$ cat src/rtl/fmdll_pkg.sv
// fmdll_pkg: definitions shared by the FMDLL blocks.
//   state_t     - lock detector FSM states (UNLOCK / ACQ / LOCK)
//   SYNC_STAGES - depth of the clock-domain-crossing synchroniser
package fmdll_pkg;

    typedef enum logic [1:0] {
        ST_UNLOCK = 2'd0,
        ST_ACQ    = 2'd1,
        ST_LOCK   = 2'd2
    } state_t;

    localparam int SYNC_STAGES = 2;

endpackage

$ cat src/rtl/fd_lock_det_sync_edge_det.sv
// sync_edge_det: multi-flop synchroniser for an asynchronous input, followed
// by a delay flop and a rising-edge detector.
// Ports:
//   clk  - system clock, rising edge
//   rst  - asynchronous reset, active high
//   din  - asynchronous input
//   rise - high for one clk cycle per synchronised rising edge of din
module sync_edge_det #(
    parameter int STAGES = 2
) (
    input  logic clk,
    input  logic rst,
    input  logic din,
    output logic rise
);

    logic [STAGES-1:0] sync_q;
    logic              d;

    always_ff @(posedge clk or posedge rst) begin
        if (rst) begin
            sync_q <= '0;
            d      <= 1'b0;
        end else begin
            sync_q <= {sync_q[STAGES-2:0], din};
            d      <= sync_q[STAGES-1];
        end
    end

    assign rise = sync_q[STAGES-1] & ~d;

endmodule

$ cat src/rtl/fd_lock_det.sv
// fd_lock_det: lock detector for the divided feedback clock. Measures the
// div_in period in clk cycles and asserts lock after LOCK_CNT consecutive
// in-tolerance periods; drops it after UNLOCK_CNT consecutive misses.
// Ports:
//   clk        - system clock, rising edge
//   rst        - asynchronous reset, active high
//   en         - detector enable
//   div_in     - divided feedback clock (asynchronous)
//   period     - last measured period (all-ones = saturated / timeout)
//   period_vld - one-cycle pulse when period updates
//   lock       - lock indication
//   lock_lost  - one-cycle pulse on LOCK -> UNLOCK
// Build option: define FD_LOCK_DET_TIMEOUT_EN to emit a synthetic all-ones
// measurement whenever the period counter saturates without a rise.
module fd_lock_det
    import fmdll_pkg::*;
#(
    parameter int CNT_W      = 8,
    parameter int EXP_PERIOD = 2,
    parameter int TOL        = 0,
    parameter int LOCK_CNT   = 4,
    parameter int UNLOCK_CNT = 2
) (
    input  logic             clk,
    input  logic             rst,
    input  logic             en,
    input  logic             div_in,
    output logic [CNT_W-1:0] period,
    output logic             period_vld,
    output logic             lock,
    output logic             lock_lost
);

    localparam int GW = $clog2(LOCK_CNT + 1);
    localparam int BW = $clog2(UNLOCK_CNT + 1);
    localparam logic [GW-1:0]  LOCK_TGT   = GW'(LOCK_CNT);
    localparam logic [BW-1:0]  UNLOCK_TGT = BW'(UNLOCK_CNT);
    localparam logic [CNT_W:0] EXP_W      = (CNT_W + 1)'(EXP_PERIOD);
    localparam logic [CNT_W:0] TOL_W      = (CNT_W + 1)'(TOL);

    logic             rise;
    logic             timeout;
    logic [CNT_W-1:0] per_cnt;
    logic             first_seen;
    logic [GW-1:0]    good_cnt;
    logic [BW-1:0]    bad_cnt;
    state_t           state;

    logic signed [CNT_W:0] diff;
    logic        [CNT_W:0] mag;
    logic                  match;

    sync_edge_det #(
        .STAGES (SYNC_STAGES)
    ) u_sync (
        .clk  (clk),
        .rst  (rst),
        .din  (div_in),
        .rise (rise)
    );

    // A rise in the same cycle as saturation takes priority over timeout.
`ifdef FD_LOCK_DET_TIMEOUT_EN
    assign timeout = (per_cnt == '1) && !rise;
`else
    assign timeout = 1'b0;
`endif

    // Saturated count is never a match, whatever the tolerance.
    always_comb begin
        diff  = $signed({1'b0, period}) - $signed(EXP_W);
        mag   = diff[CNT_W] ? $unsigned(-diff) : $unsigned(diff);
        match = (mag <= TOL_W) && (period != '1);
    end

    always_ff @(posedge clk or posedge rst) begin
        if (rst) begin
            per_cnt    <= '0;
            first_seen <= 1'b0;
            period     <= '0;
            period_vld <= 1'b0;
            lock       <= 1'b0;
            lock_lost  <= 1'b0;
            good_cnt   <= '0;
            bad_cnt    <= '0;
            state      <= ST_UNLOCK;
        end else if (!en) begin
            per_cnt    <= '0;
            first_seen <= 1'b0;
            period_vld <= 1'b0;
            lock       <= 1'b0;
            lock_lost  <= (state == ST_LOCK);
            good_cnt   <= '0;
            bad_cnt    <= '0;
            state      <= ST_UNLOCK;
        end else begin
            period_vld <= 1'b0;
            lock_lost  <= 1'b0;

            // Period measurement; the first rise after reset/enable only arms.
            if (rise) begin
                per_cnt    <= CNT_W'(1);
                first_seen <= 1'b1;
                if (first_seen) begin
                    period     <= per_cnt;
                    period_vld <= 1'b1;
                end
            end else if (timeout) begin
                per_cnt    <= CNT_W'(1);
                period     <= '1;
                period_vld <= 1'b1;
            end else if (per_cnt != '1) begin
                per_cnt <= per_cnt + 1'b1;
            end

            // FSM steps on the registered measurement, so lock lags period_vld by one cycle.
            if (period_vld) begin
                case (state)
                    ST_UNLOCK: begin
                        if (match) begin
                            if (LOCK_TGT == GW'(1)) begin
                                state    <= ST_LOCK;
                                lock     <= 1'b1;
                                good_cnt <= '0;
                                bad_cnt  <= '0;
                            end else begin
                                state    <= ST_ACQ;
                                good_cnt <= GW'(1);
                            end
                        end
                    end
                    ST_ACQ: begin
                        if (match) begin
                            if (good_cnt + 1'b1 == LOCK_TGT) begin
                                state    <= ST_LOCK;
                                lock     <= 1'b1;
                                good_cnt <= '0;
                                bad_cnt  <= '0;
                            end else begin
                                good_cnt <= good_cnt + 1'b1;
                            end
                        end else begin
                            state    <= ST_UNLOCK;
                            good_cnt <= '0;
                        end
                    end
                    ST_LOCK: begin
                        if (match) begin
                            bad_cnt <= '0;
                        end else if (bad_cnt + 1'b1 == UNLOCK_TGT) begin
                            state     <= ST_UNLOCK;
                            lock      <= 1'b0;
                            lock_lost <= 1'b1;
                            bad_cnt   <= '0;
                        end else begin
                            bad_cnt <= bad_cnt + 1'b1;
                        end
                    end
                    default: begin
                        state    <= ST_UNLOCK;
                        lock     <= 1'b0;
                        good_cnt <= '0;
                        bad_cnt  <= '0;
                    end
                endcase
            end
        end
    end

endmodule
$ cat config.mk
export PLATFORM = sky130hd
export DESIGN_NAME = fd_lock_det
export DESIGN_NICKNAME = d
export VERILOG_FILES = /design/src/rtl/fmdll_pkg.sv /design/src/rtl/fd_lock_det_sync_edge_det.sv /design/src/rtl/fd_lock_det.sv
export SDC_FILE = /design/constraint.sdc
export NUM_CORES = 1
export LEC_CHECK = 0
export CAP_MARGIN = 20
export CORE_ASPECT_RATIO = 1.75
export CORE_UTILIZATION = 60
export DETAILED_ROUTE_END_ITERATION = 8
export PLACE_DENSITY = 0.92
export SLEW_MARGIN = 5
export SYNTH_ARGS = -nofsm -noshare
export SYNTH_HDL_FRONTEND = slang
export SYNTH_SLANG_ARGS = --single-unit
$ cat constraint.sdc
create_clock -name clk -period 5 [get_ports clk]
set_input_delay 1 -clock clk [delete_from_list [all_inputs] [get_ports clk]]
set_output_delay 1 -clock clk [all_outputs]
set_load 0.02 [all_outputs]
# Word-level counts from Yosys, hierarchy flattened
# Cells that the tools add are included.
[totals] ff_bits=30 input_bits=4 out_inout_bits=11 elab_cells=85
[op_classes] addsub=5 n_lt_le_gt_ge=1 eq_ne=17 muxes=42 bitwise_logic=2 n_reduce_logical=7
[ops] op="$mux W2" count=13
[ops] op="$mux W8" count=3
[ops] op="$mux W1" count=16
[ops] op="$ne A8 B8 Y1 const B" count=2
[ops] op="$mux W3" count=5
[ops] op="$ne A3 B3 Y1 const B" count=4
[ops] op="$pmux W2 S3" count=2
[ops] op="$le A9 B1 Y1 const B" count=1
[ops] op="$mux W9" count=1
[ops] op="$neg A9 Y9" count=1
[ops] op="$pmux W3 S3" count=1
[ops] op="$sub A8 B2 Y9 const B" count=1
[ops] op="$add A8 B1 Y8 const B" count=1
[ops] op="$reduce_and A3 Y1" count=2
[ops] op="$reduce_and A6 Y1" count=1
[ops] op="$reduce_and A5 Y1" count=1
[ops] op="$eq A2 B2 Y1 const B" count=2
[ops] op="$ne A2 B1 Y1 const B" count=2
[ops] op="$ne A2 B2 Y1 const B" count=2
[ops] op="$ne A4 B4 Y1 const B" count=1
[ops] op="$reduce_and A4 Y1" count=1
[ops] op="$add A3 B1 Y3 const B" count=1
[ops] op="$eq A3 B3 Y1 const B" count=1
[ops] op="$ne A3 B1 Y1 const B" count=1
[ops] op="8 further kinds" count=8

# Logic depth before layout (Yosys ltp)
[depth] depth_word=9 mapped_depth=6 depth_no_buf=6

# By module
# Synthesis repeated with hierarchy kept, for this count alone.
[hier_totals] hier_cells=142 hier_area_um2=1515.2
[by_module_without_submodules] module="fd_lock_det" instances=1 cells_each=137 area_each_um2=1422.6 seq_area_each_um2=675.6
[by_module_without_submodules] module="sync_edge_det" instances=1 cells_each=5 area_each_um2=92.6 seq_area_each_um2=75.1

# Least setup slack after synthesis
# Ideal clock, no wire load.
[synth_path] path_kind="flip-flop to flip-flop" startpoint="register period[1]" endpoint="register good_cnt[2]" setup_ns=0.062 arrival_ns=2.096 t_required_ns=4.938 slack_ns=2.842 path_stages_with_launch=7 path_buffers=0 synth_period_minus_slack_ns=2.158 cell_sequence="dfrtp_1 > inv_1 > ha_1 > or3b_2 > or4_4 > a2111oi_4 > a211o_2"
[synth_between] elab_chain_cells=9 elab_cells_between_ends=12 classes_between="2 x add/sub; 1 x order compare; 2 x eq/ne; 5 x mux; 2 x reduce/logical"
[synth_rtl] item="from (decl)" line_no="fd_lock_det.sv:28" text="output logic [CNT_W-1:0] period,"
[synth_rtl] item="from (signal assigned)" line_no="fd_lock_det.sv:105" text="period <= per_cnt;"
[synth_rtl] item="$sub A8 B2 Y9" line_no="fd_lock_det.sv:71" text="diff = $signed({1'b0, period}) - $signed(EXP_W);"
[synth_rtl] item="$neg A9 Y9" line_no="fd_lock_det.sv:72" text="mag = diff[CNT_W] ? $unsigned(-diff) : $unsigned(diff);"
[synth_rtl] item="$mux W9" line_no="fd_lock_det.sv:72"
[synth_rtl] item="$le A9 B1 Y1" line_no="fd_lock_det.sv:73" text="match = (mag <= TOL_W) && (period != '1);"
[synth_rtl] item="$logic_and A1 B1 Y1 *" line_no="fd_lock_det.sv:73"
[synth_rtl] item="$mux W3" line_no="fd_lock_det.sv:133" text="if (match) begin"
[synth_rtl] item="$pmux W3 S3" line_no="fd_lock_det.sv:118" text="case (state)"
[synth_rtl] item="$mux W3" line_no="fd_lock_det.sv:117" text="if (period_vld) begin"
[synth_rtl] item="$mux W3" line_no="fd_lock_det.sv:87" text="end else if (!en) begin"
[synth_rtl] item="to (signal assigned)" line_no="fd_lock_det.sv:140" text="good_cnt <= good_cnt + 1'b1;"
[synth_rtl] item="to (decl)" line_no="fd_lock_det.sv:45" text="logic [GW-1:0] good_cnt;"
# Mark *: on every way between the ends. The rest lies on a longest branch, timed or not. The select of a mux whose other input is x is not followed.
# A chain may end at the register's enable or synchronous reset.

# Worst setup path after layout
[layout_path] startpoint="input en" endpoint="register state[1]"
[layout_between] elab_chain_cells=2 elab_cells_between_ends=7 classes_between="5 x eq/ne; 1 x mux; 1 x reduce/logical"
[layout_rtl] item="from (decl)" line_no="fd_lock_det.sv:26" text="input logic en,"
[layout_rtl] item="$ne A4 B4 Y1 (no line), or another cell as far along"
[layout_rtl] item="$reduce_and A5 Y1 (no line)"
[layout_rtl] item="to (signal assigned)" line_no="fd_lock_det.sv:86" text="state <= ST_UNLOCK;"
[layout_rtl] item="to (signal assigned)" line_no="fd_lock_det.sv:95" text="state <= ST_UNLOCK;"
[layout_rtl] item="to (signal assigned)" line_no="fd_lock_det.sv:122" text="state <= ST_LOCK;"
[layout_rtl] item="to (decl)" line_no="fd_lock_det.sv:47" text="state_t state;"
# Parallel ways exist; a longest one is shown, timed or not.

==> qor.csv <==
stage,metric,value,unit
synthesis,commonest register cell after synthesis,dfrtp_1,
sta,RSZ-0062 raised after global routing,false,
synthesis,Post-Syn Instances,138,
synthesis,yosys warns,0,
critical_path,Critical Path Sink Type,register,
critical_path,CP bufs+invs,1,
power_and_ir_drop,VDD IR-drop max,0.223,mV
cts,H-tree levels,2,
cts,Post-CTS Setup Inserts,0,
synthesis,Post-synth EDFFs,0,
placement,Final GP Congestion,0.847,
grt,largest net degree at the start of global routing,31,
sta,final period utilization,50.7,%
synthesis,syn nets,146,
synthesis,simple-gate portion of the synthesized area,18.8,%
power_and_ir_drop,Lkg Pwr,0.858,nW
synthesis,mapped cell area,0.00153,sq mm
cts,Clock transition at path regs,0.06,ns
job,max cap viols,0,
min_path,Hold Startpoint,u_sync.sync_q[0]$_DFF_PP0_,
grt,met2 global-route usage,48.8,%
cts,clock tree buffer depth,2,
synthesis,adder-cell share of the synthesized area,3.28,%
synthesis,mux share of post-synthesis cell area,9.42,%
sta,fin. max-slew vios,0,
floorplan,Initial Utilization,64.7,%
placement,DP Worst Slack,2.25,ns
critical_path,Max stage delay on crit path,0.59,ns
floorplan,Die ar.,0.00276,sq mm
route,Total Wirelength,3360,um
floorplan,DIE WIDTH,40.1,um
cts,number of gates resized after cts,0,
route,DR pass1 iterations,4,
cts,Hold Buf Count CTS,0,
cts,clock buffer count from CTS,5,
floorplan,area of the core,0.00236,sq mm
grt,vias in the first global route,1137,
cells_and_area,layout cells sized above 1,17.5,%
cts,Clock Root Buffer,clkbuf_8,
critical_path,Max Fanout on Critical Path,7,
placement,IO Port Bufs,14,
synthesis,xor/xnor share of the synthesized area,2.29,%
grt,Total Routing Usage GR,28.6,%
grt,antenna violations before repair,0,
route,Antenna Violating Nets Remaining,0,
critical_path,CP Launch Type,input pin,
sta,Fmax achieved,395,MHz
min_path,Min-Delay Path Class,register to register,
sta,setup TNS,0,ns
cts,CTS sink cnt,30,
sta,Layout Skew,0.00567,ns
synthesis,post-synthesis sequential area ratio,49.1,%
cells_and_area,most frequent cells in the layout,"dfrtp_1, clkdlybuf4s50_1, inv_1",
cells_and_area,Layout area overhead,18.5,%
critical_path,"CP delay by family, top",buffers and inverters,
grt,met3 usage,7.05,%
critical_path,Worst Path Arrival,2.70,ns
synthesis,largest family of logic cells by synthesized area,simple AND/OR/NAND/NOR gates,
synthesis,ys async rst share,100,%
sta,Slew @ Worst Pin,0.570,ns
critical_path,WP data required,5.17,ns
floorplan,Die Span Y,68.8,um
grt,GR met1 Demand/Resource,30.6,%
synthesis,"Distinct cells, synth",44,
sta,final-report hold violation count,0,
synthesis,post-synthesis compound-gate area fraction,13.7,%
critical_path,launching point of the worst reg2reg path,period[1]$_DFFE_PP0P_,
grt,grt total ovfl,0,
cts,insertion delay to the later sink of the worst-skew pair,0.28,ns
critical_path,Setup crit start,en,
cells_and_area,fill count,146,
sta,min Tclk post-route,2.53,ns
grt,first-pass GRT wire length,5160,um
floorplan,I/O pin count,15,
power_and_ir_drop,Power Dens Cells,309,mW/mm^2
floorplan,Row Count,23,
route,post-DR wirelength/cell,18.2,um
run_status,status,completed,
critical_path,Critical Path Slowest Stage Cell,clkdlybuf4s50_1,
route,1st-iter DRT viols,29,
cts,CTS tree,yes,
cells_and_area,"most common cell after layout, fill and taps aside",dfrtp_1,
critical_path,CP Class,input pin to register,
cells_and_area,ANT cells,0,
cells_and_area,final net count,167,
sta,Final setup violation count,0,
synthesis,syn_area_per_cell,11.1,sq um
grt,busiest grt layer,met2,
critical_path,worst path cell trace,clkdlybuf4s50_1 > nor3b_1 > o21ai_0 > o211ai_1 > mux2_2,
sta,fin worst setup slack,2.47,ns
route,detailed-route via count,1190,
synthesis,Synth Register Bits,30,
sta,Max-slew headroom,61.5,%
placement,DP HPWL,2310,um
route,vias per cell,6.43,
route,DRC viols,0,
cells in the mapped netlist (all sizes together), types with 2 or more instances:
cell / count / area share, %
o21a: 2 / 0.98
and2b: 3 / 1.6
o21ai: 3 / 0.98
mux2: 11 / 8.1
ha: 4 / 3.3
mux2i: 2 / 1.3
nand2: 5 / 1.2
inv: 12 / 2.9
a21oi: 4 / 1.3
xnor2: 2 / 1.1
or4: 3 / 1.7
and2: 2 / 0.82
nor2: 9 / 2.2
nand4: 3 / 1.2
nand3: 6 / 2.0
xor2: 2 / 1.1
nor3b: 2 / 0.98
nor3: 4 / 1.3
o211ai: 4 / 2.0
and3: 4 / 1.7
dfrtp: 30 / 49
a31o: 2 / 1.1
metal layers:
metal	vias to the layer above	share of wire, %
met5	-	0
met4	0	3.2
met3	11	3.5
met2	33	56
met1	601	37
li1	545	-
final cells by class:
type | instances | area (sq um) | share of cell area, %
Tap cell | 25 | 31.3 | 1.73
Multi-Input combinational cell | 95 | 724 | 40.0
Clock buffer | 7 | 86.3 | 4.77
Inverter | 12 | 45.0 | 2.49
Timing Repair Buffer | 15 | 168 | 9.26
Sequential cell | 30 | 751 | 41.5
Clock inverter | 1 | 5.00 | 0.276
through the flow:
stage | power [mW] | instance area (sq um) | std cells | hold WS (ns) | util [%]
after floorplan | 0.332 | 1530 | 138 | 0.331 | -
after global placement | 0.356 | 1690 | 176 | 0.335 | 71.7
after detailed placement | 0.359 | 1690 | 176 | 0.344 | 71.7
after CTS | 0.557 | 1780 | 184 | 0.358 | 75.6
after global routing | 0.586 | 1810 | 185 | 0.363 | 76.7
final | 0.560 | 1810 | 185 | 0.355 | 76.7
power breakdown:
part / internal [mW] / switching (mW) / total (mW)
Clock: 0.111 / 0.0891 / 0.200
Combinational: 0.0404 / 0.0483 / 0.0887
Sequential: 0.256 / 0.0153 / 0.271
Total: 0.407 / 0.153 / 0.560
path summary, 6_finish.rpt:
path                                              end  depth (start not counted)  slack (ns)
setup / recovery                 state[1]$_DFFE_PP0P_                          5        2.47
hold / removal             u_sync.sync_q[1]$_DFF_PP0_                          0        0.35
setup reg to reg                 state[1]$_DFFE_PP0P_                          6        2.79
hold reg to reg            u_sync.sync_q[1]$_DFF_PP0_                          0        0.35
max in group asynchronous        period_vld$_DFF_PP0_                          3        3.39
min in group asynchronous      per_cnt[0]$_DFFE_PP0P_                          2        1.13
cell families (layout without fill, tap and decap cells):
logic type,after synthesis,in the layout
flip-flops,30,30
AND/OR/NAND/NOR,48,48
buffers and inverters,13,35
XOR/XNOR,4,4
AO/OA/AOI/OAI,26,26
multiplexers,13,13
adder cells (fa/ha/maj),4,4
state kept, by name, indices dropped and copies added (netlist names):
register	cells
bad_cnt	2
first_seen	1
good_cnt	3
lock	1
lock_lost	1
per_cnt	8
period	8
period_vld	1
state	2
u_sync.d	1
u_sync.sync_q	2
Power figures use the tool's default switching activity.
